## src/rtl/ps2_pkg.sv

```systemverilog
// PS/2 key controller shared definitions.
// Parser state encoding, prefix bytes and event layout.
package ps2_pkg;

    typedef enum logic [1:0] {
        ST_IDLE    = 2'd0,
        ST_EXT     = 2'd1,
        ST_BRK     = 2'd2,
        ST_EXT_BRK = 2'd3
    } ps2_state_t;

    localparam logic [7:0] PFX_EXT = 8'hE0;
    localparam logic [7:0] PFX_BRK = 8'hF0;
    localparam int         EV_W    = 10;

    function automatic logic [EV_W-1:0] make_ev(
        input logic       ext,
        input logic       rel,
        input logic [7:0] code
    );
        return {ext, rel, code};
    endfunction

endpackage

```

## src/rtl/ps2_event_fifo.sv

```systemverilog
// Key-event FIFO: power-of-two depth, simultaneous push/pop.
// A push into a full FIFO is accepted only if a pop frees the head.
module ps2_event_fifo
    import ps2_pkg::*;
#(
    parameter int DEPTH = 4,
    parameter int WIDTH = EV_W
) (
    input  logic                     clk,
    input  logic                     reset,
    input  logic                     push,
    input  logic [WIDTH-1:0]         push_data,
    input  logic                     pop,
    output logic [WIDTH-1:0]         head,
    output logic                     empty,
    output logic [$clog2(DEPTH):0]   count,
    output logic                     dropped
);

    localparam int AW = $clog2(DEPTH);

    logic [WIDTH-1:0] mem [DEPTH];
    logic [AW-1:0]    wptr;
    logic [AW-1:0]    rptr;
    logic [AW:0]      cnt;
    logic             full;
    logic             do_pop;
    logic             do_push;

    assign empty   = (cnt == '0);
    assign full    = (cnt == (AW+1)'(DEPTH));
    assign do_pop  = pop && !empty;
    assign do_push = push && (!full || do_pop);
    assign dropped = push && full && !do_pop;
    assign count   = cnt;
    assign head    = empty ? '0 : mem[rptr];

    // Pointer and occupancy bookkeeping; pointers wrap naturally.
    always_ff @(posedge clk) begin
        if (!reset) begin
            wptr <= '0;
            rptr <= '0;
            cnt  <= '0;
        end else begin
            if (do_push) wptr <= wptr + 1'b1;
            if (do_pop)  rptr <= rptr + 1'b1;
            unique case ({do_push, do_pop})
                2'b10:   cnt <= cnt + 1'b1;
                2'b01:   cnt <= cnt - 1'b1;
                default: cnt <= cnt;
            endcase
        end
    end

    // Storage array; contents are masked by empty, so no reset needed.
    always_ff @(posedge clk) begin
        if (do_push) mem[wptr] <= push_data;
    end

endmodule

```

## src/rtl/ps2_key_controller.sv

```systemverilog
// PS/2 scan-byte parser: folds E0/F0 prefixes into key events
// and queues them in a small FIFO with flow control to the receiver.
module ps2_key_controller
    import ps2_pkg::*;
#(
    parameter int FIFO_DEPTH     = 4,
    parameter int TIMEOUT_CYCLES = 1000000
) (
    input  logic            clk,
    input  logic            reset,
    input  logic            rx_done_tick,
    input  logic [7:0]      rx_data,
    output logic            rx_en,
    output logic            ev_valid,
    output logic [EV_W-1:0] ev_data,
    input  logic            ev_rd,
    output logic            overflow,
    output logic            seq_err
);

    localparam int CW = $clog2(FIFO_DEPTH) + 1;
    localparam int TW = $clog2(TIMEOUT_CYCLES);

    ps2_state_t      state;
    ps2_state_t      state_n;
    logic [TW-1:0]   tmo_cnt;
    logic            timeout;
    logic            is_ext;
    logic            is_brk;
    logic            push;
    logic [EV_W-1:0] push_data;
    logic            err_n;
    logic            empty;
    logic [CW-1:0]   count;
    logic            dropped;

    assign is_ext  = (rx_data == PFX_EXT);
    assign is_brk  = (rx_data == PFX_BRK);
    assign timeout = (state != ST_IDLE) &&
                     (tmo_cnt == TW'(TIMEOUT_CYCLES - 1));

    // Next-state, event push and error decode; a byte beats a timeout.
    always_comb begin
        state_n   = state;
        push      = 1'b0;
        push_data = '0;
        err_n     = 1'b0;
        if (rx_done_tick) begin
            state_n = ST_IDLE;
            unique case (state)
                ST_IDLE: begin
                    unique case (1'b1)
                        is_ext:  state_n = ST_EXT;
                        is_brk:  state_n = ST_BRK;
                        default: begin
                            push      = 1'b1;
                            push_data = make_ev(1'b0, 1'b0, rx_data);
                        end
                    endcase
                end
                ST_EXT: begin
                    unique case (1'b1)
                        is_brk:  state_n = ST_EXT_BRK;
                        is_ext:  err_n = 1'b1;
                        default: begin
                            push      = 1'b1;
                            push_data = make_ev(1'b1, 1'b0, rx_data);
                        end
                    endcase
                end
                ST_BRK: begin
                    if (is_ext || is_brk) begin
                        err_n = 1'b1;
                    end else begin
                        push      = 1'b1;
                        push_data = make_ev(1'b0, 1'b1, rx_data);
                    end
                end
                ST_EXT_BRK: begin
                    if (is_ext || is_brk) begin
                        err_n = 1'b1;
                    end else begin
                        push      = 1'b1;
                        push_data = make_ev(1'b1, 1'b1, rx_data);
                    end
                end
            endcase
        end else if (timeout) begin
            state_n = ST_IDLE;
            err_n   = 1'b1;
        end
    end

    // Parser state register.
    always_ff @(posedge clk) begin
        if (!reset) state <= ST_IDLE;
        else        state <= state_n;
    end

    // Prefix timeout: restarts on every byte and whenever IDLE is next.
    always_ff @(posedge clk) begin
        if (!reset || rx_done_tick || state_n == ST_IDLE) tmo_cnt <= '0;
        else                                              tmo_cnt <= tmo_cnt + 1'b1;
    end

    // Registered one-cycle error pulse and sticky overflow flag.
    always_ff @(posedge clk) begin
        if (!reset) begin
            seq_err  <= 1'b0;
            overflow <= 1'b0;
        end else begin
            seq_err <= err_n;
            if (dropped) overflow <= 1'b1;
        end
    end

    ps2_event_fifo #(
        .DEPTH (FIFO_DEPTH),
        .WIDTH (EV_W)
    ) u_fifo (
        .clk       (clk),
        .reset     (reset),
        .push      (push),
        .push_data (push_data),
        .pop       (ev_rd),
        .head      (ev_data),
        .empty     (empty),
        .count     (count),
        .dropped   (dropped)
    );

    assign ev_valid = !empty;
    assign rx_en    = (count <= CW'(FIFO_DEPTH - 2));

endmodule

```

## config.mk

```make
export PLATFORM = sky130hd
export DESIGN_NAME = ps2_key_controller
export DESIGN_NICKNAME = d
export VERILOG_FILES = /design/src/rtl/ps2_pkg.sv /design/src/rtl/ps2_event_fifo.sv /design/src/rtl/ps2_key_controller.sv
export SDC_FILE = /design/constraint.sdc
export NUM_CORES = 1
export LEC_CHECK = 0
export BUFFER_PORTS_ARGS = -buffer_cell sky130_fd_sc_hd__clkbuf_2
export CAP_MARGIN = 40
export CORE_MARGIN = 4
export CORE_UTILIZATION = 40
export CTS_CLUSTER_SIZE = 28
export DETAILED_ROUTE_END_ITERATION = 8
export PLACE_DENSITY_LB_ADDON = 0.25
export SLEW_MARGIN = 20
export SYNTH_ARGS = -nofsm -noshare
export SYNTH_HDL_FRONTEND = slang
export SYNTH_SLANG_ARGS = --single-unit
```

## constraint.sdc

```tcl
create_clock -name clk -period 3 [get_ports clk]
set_clock_uncertainty 0.05 [all_clocks]
set_input_delay 0.15 -clock clk [delete_from_list [all_inputs] [get_ports clk]]
set_output_delay 0.15 -clock clk [all_outputs]
set_load 0.03 [all_outputs]
```

==> metrics.cfg <==
[critical_path]
crit_end=u_fifo.count[2]
rrSetupSlack_ns=0.26
rr_startpoint=u_fifo.count[0]
cp-end-kind=register
rr_endpoint=u_fifo.count[2]
reg2reg_depth=8
worstSetupStartpointType=register
cp_max_fo=6
crit_required_ns=3.22
crit_start=u_fifo.count[0]
path_class=reg -> reg
crit_arrival_ns=2.95

[power_and_ir_drop]
combPwrFrac=0.239
p_sw_frac=0.312
power_uw=2600
p_per_area_nw_per_um2=721
clkPwrFrac=0.299
p_seq_frac=0.462
ir_drop_mv=0.288
p_leak_uw=0.00119
switchingPower_uw=811
internal-power_uw=1790

[clocking]
clkSinkCount=73
htreeDepth=3
clk_latency_ns=0.34
cts-buffers-inserted=9
holdBufCountCts=0
cts-root-buf=clkbuf_8
cts_resized=0
cts_tree=yes
cts.path.max_buffers=2
clk_pin_slew_ns=0.08
cts_setup_buffers=0

[final_layout]
final_cells=391
nFillCells=709
num_antenna_cells=0
layout-drive-gt1-share=0.201
area_growth_pct=13.3
nets=303
stdcell_area_um2=3600

[die]
die_h_um=97.2
dieArea_um2=9440
fp.dieW_um=97.2
initial_core_util=0.412
core_area_um2=7730
io_pins=26
rows=32

[routing]
post-route-drc-count=0
dr_total_vias=1954
vias_per_cell=5.00
wl_per_cell_um=14.2
drtIter0Drc=97
drt-pass1-iter-count=4
antenna_left=0
wirelength_mm=5.54

[hold_path]
hold_class=in -> reg

[sta]
finalHoldViolations=0
finalSetupViolCount=0
period_share=0.912
relSlewSlack=0.548
fin_setup_tns_ns=0
period_needed_ns=2.74
maxSlewViolCount=0
rsz0062_at_grt=false
worstMarginPinSlew_ns=0.677
fmax_mhz=365

[yosys]
synthTopCellsByArea=edfxtp_1, dfxtp_1, mux4_2, and2_1, xnor2_1
syn_area_um2=3180
synth_cells=254
yosys.area.top_type=edfxtp_1
synth_edf_count=40
post-synth-top-area-fraction=0.378
yosysWarnings=0
synth_flop_cell=edfxtp_1
synth_cell_types=41
async_reset_ff_frac=0
syn_area_per_cell_um2=12.5
ys_seq_area_frac=0.585
synth_nets=273
synth-seq-cells=73

[job]
max-cap-violations=0

[placement]
dp_cells=375
post_dp_cell_area_um2=3400
port_buffers=25
hpwlAfterDp_mm=3.74
gp_routability_congestion=0.701

[grt]
grt_use_total=0.125
grt_pass1_wl_mm=9.32
grt_antenna_before_repair=0
grt_pass1_vias=1867
grt.overflow.total=0
grt_max_degree=21

[status]
status=finished, final reports clean

[power by group through the flow]
stage          registers (uW)  logic (uW)  clock network [uW]
4_1_cts                  1200         632                 802
3_3_place_gp             1220         630                   0
6_report                 1200         622                 777
3_5_place_dp             1230         629                   0
2_1_floorplan            1180         511                   0
5_1_grt                  1220         679                 857
[stage by stage]
step | hold WS, ns | utilization | setup WS [ns]
6_report | 0.135 | 0.466 | 0.264
5_1_grt | 0.143 | 0.466 | 0.0951
4_1_cts | 0.125 | 0.466 | 0.257
3_5_place_dp | 0.399 | 0.440 | 0.283
3_3_place_gp | 0.397 | 0.440 | 0.321
2_1_floorplan | 0.254 | - | 0.410
[registers in the layout, summed over array words and instances, names as in the netlist, named ones only]
register / cells
overflow: 1
seq_err: 1
state: 2
tmo_cnt: 20
u_fifo.count: 3
u_fifo.mem: 40
u_fifo.rptr: 2
u_fifo.wptr: 2
[layout by cell type, fill, tap and decap left out, types with 7 or more instances in the layout]
cell type	synthesis	routed
and2_1	24	24
nor2_1	22	22
clkbuf_2	0	25
a21oi_1	7	7
xnor2_1	15	15
dfxtp_1	33	33
inv_1	11	11
clkbuf_8	0	10
mux4_2	10	10
nand2_1	8	8
edfxtp_1	40	40
or3_1	9	9
[routing by layer]
metal / wire length (um) / part of all wire / track usage / up-vias
met5: 0 / 0 / 0 / -
met1: 2700 / 0.49 / 0.174 / 929
met4: 98 / 0.018 / 0.0583 / 0
li1: - / - / - / 974
met2: 2400 / 0.43 / 0.175 / 41
met3: 330 / 0.060 / 0.0445 / 10
[cells by family after synthesis]
family / synth area share
AND/OR/NAND/NOR: 0.184
XOR/XNOR: 0.0523
adder cells (fa/ha/maj): 0.0299
AO/OA/AOI/OAI: 0.0480
buffers and inverters: 0.0264
multiplexers: 0.0740
flip-flops: 0.585
[how the worst min path moves through the flow]
stage	start	to	cells after the start
after floorplan	reset	state[1]	1
after global placement	tmo_cnt[0]	tmo_cnt[0]	1
after detailed placement	tmo_cnt[0]	tmo_cnt[0]	1
after CTS	reset	overflow	2
after global routing	reset	overflow	2
final	reset	overflow	2
[cell usage after synthesis (2+ instances only)]
cell	instances
ha_1	6
nor3_1	4
edfxtp_1	40
nor2_1	22
a21oi_1	7
o211ai_1	3
o21ai_0	5
or3_1	9
inv_1	11
clkbuf_1	3
a21boi_0	3
nand4_1	3
nor2b_1	4
nand2_1	8
nand3_1	6
o31ai_1	3
and2_1	24
or4_4	2
and3_1	5
xor2_1	4
dfxtp_1	33
nor4_1	3
or4_1	3
or4b_1	2
buf_6	2
xnor2_1	15
mux4_2	10
[critical path, cell delays in order (launching register included)]
cell      delay [ns]
dfxtp_1         0.35
or4b_2          0.74
o211ai_1        0.23
ha_1            0.26
inv_1           0.06
fa_1            0.37
xor2_1          0.16
or3_1           0.30
a21boi_0        0.15
[layout make-up]
cell class                 count  area (um2)  share of cell area
tap                          102         128              0.0354
sequential                    73        1860               0.517
clock inverter                 6        66.3              0.0184
inverter                      11        41.3              0.0115
multi-input combinational    163        1230               0.343
clock buffer                  10         138              0.0382
timing repair buffer          26         133              0.0368
Note: power is estimated with default switching activity, not from simulation.
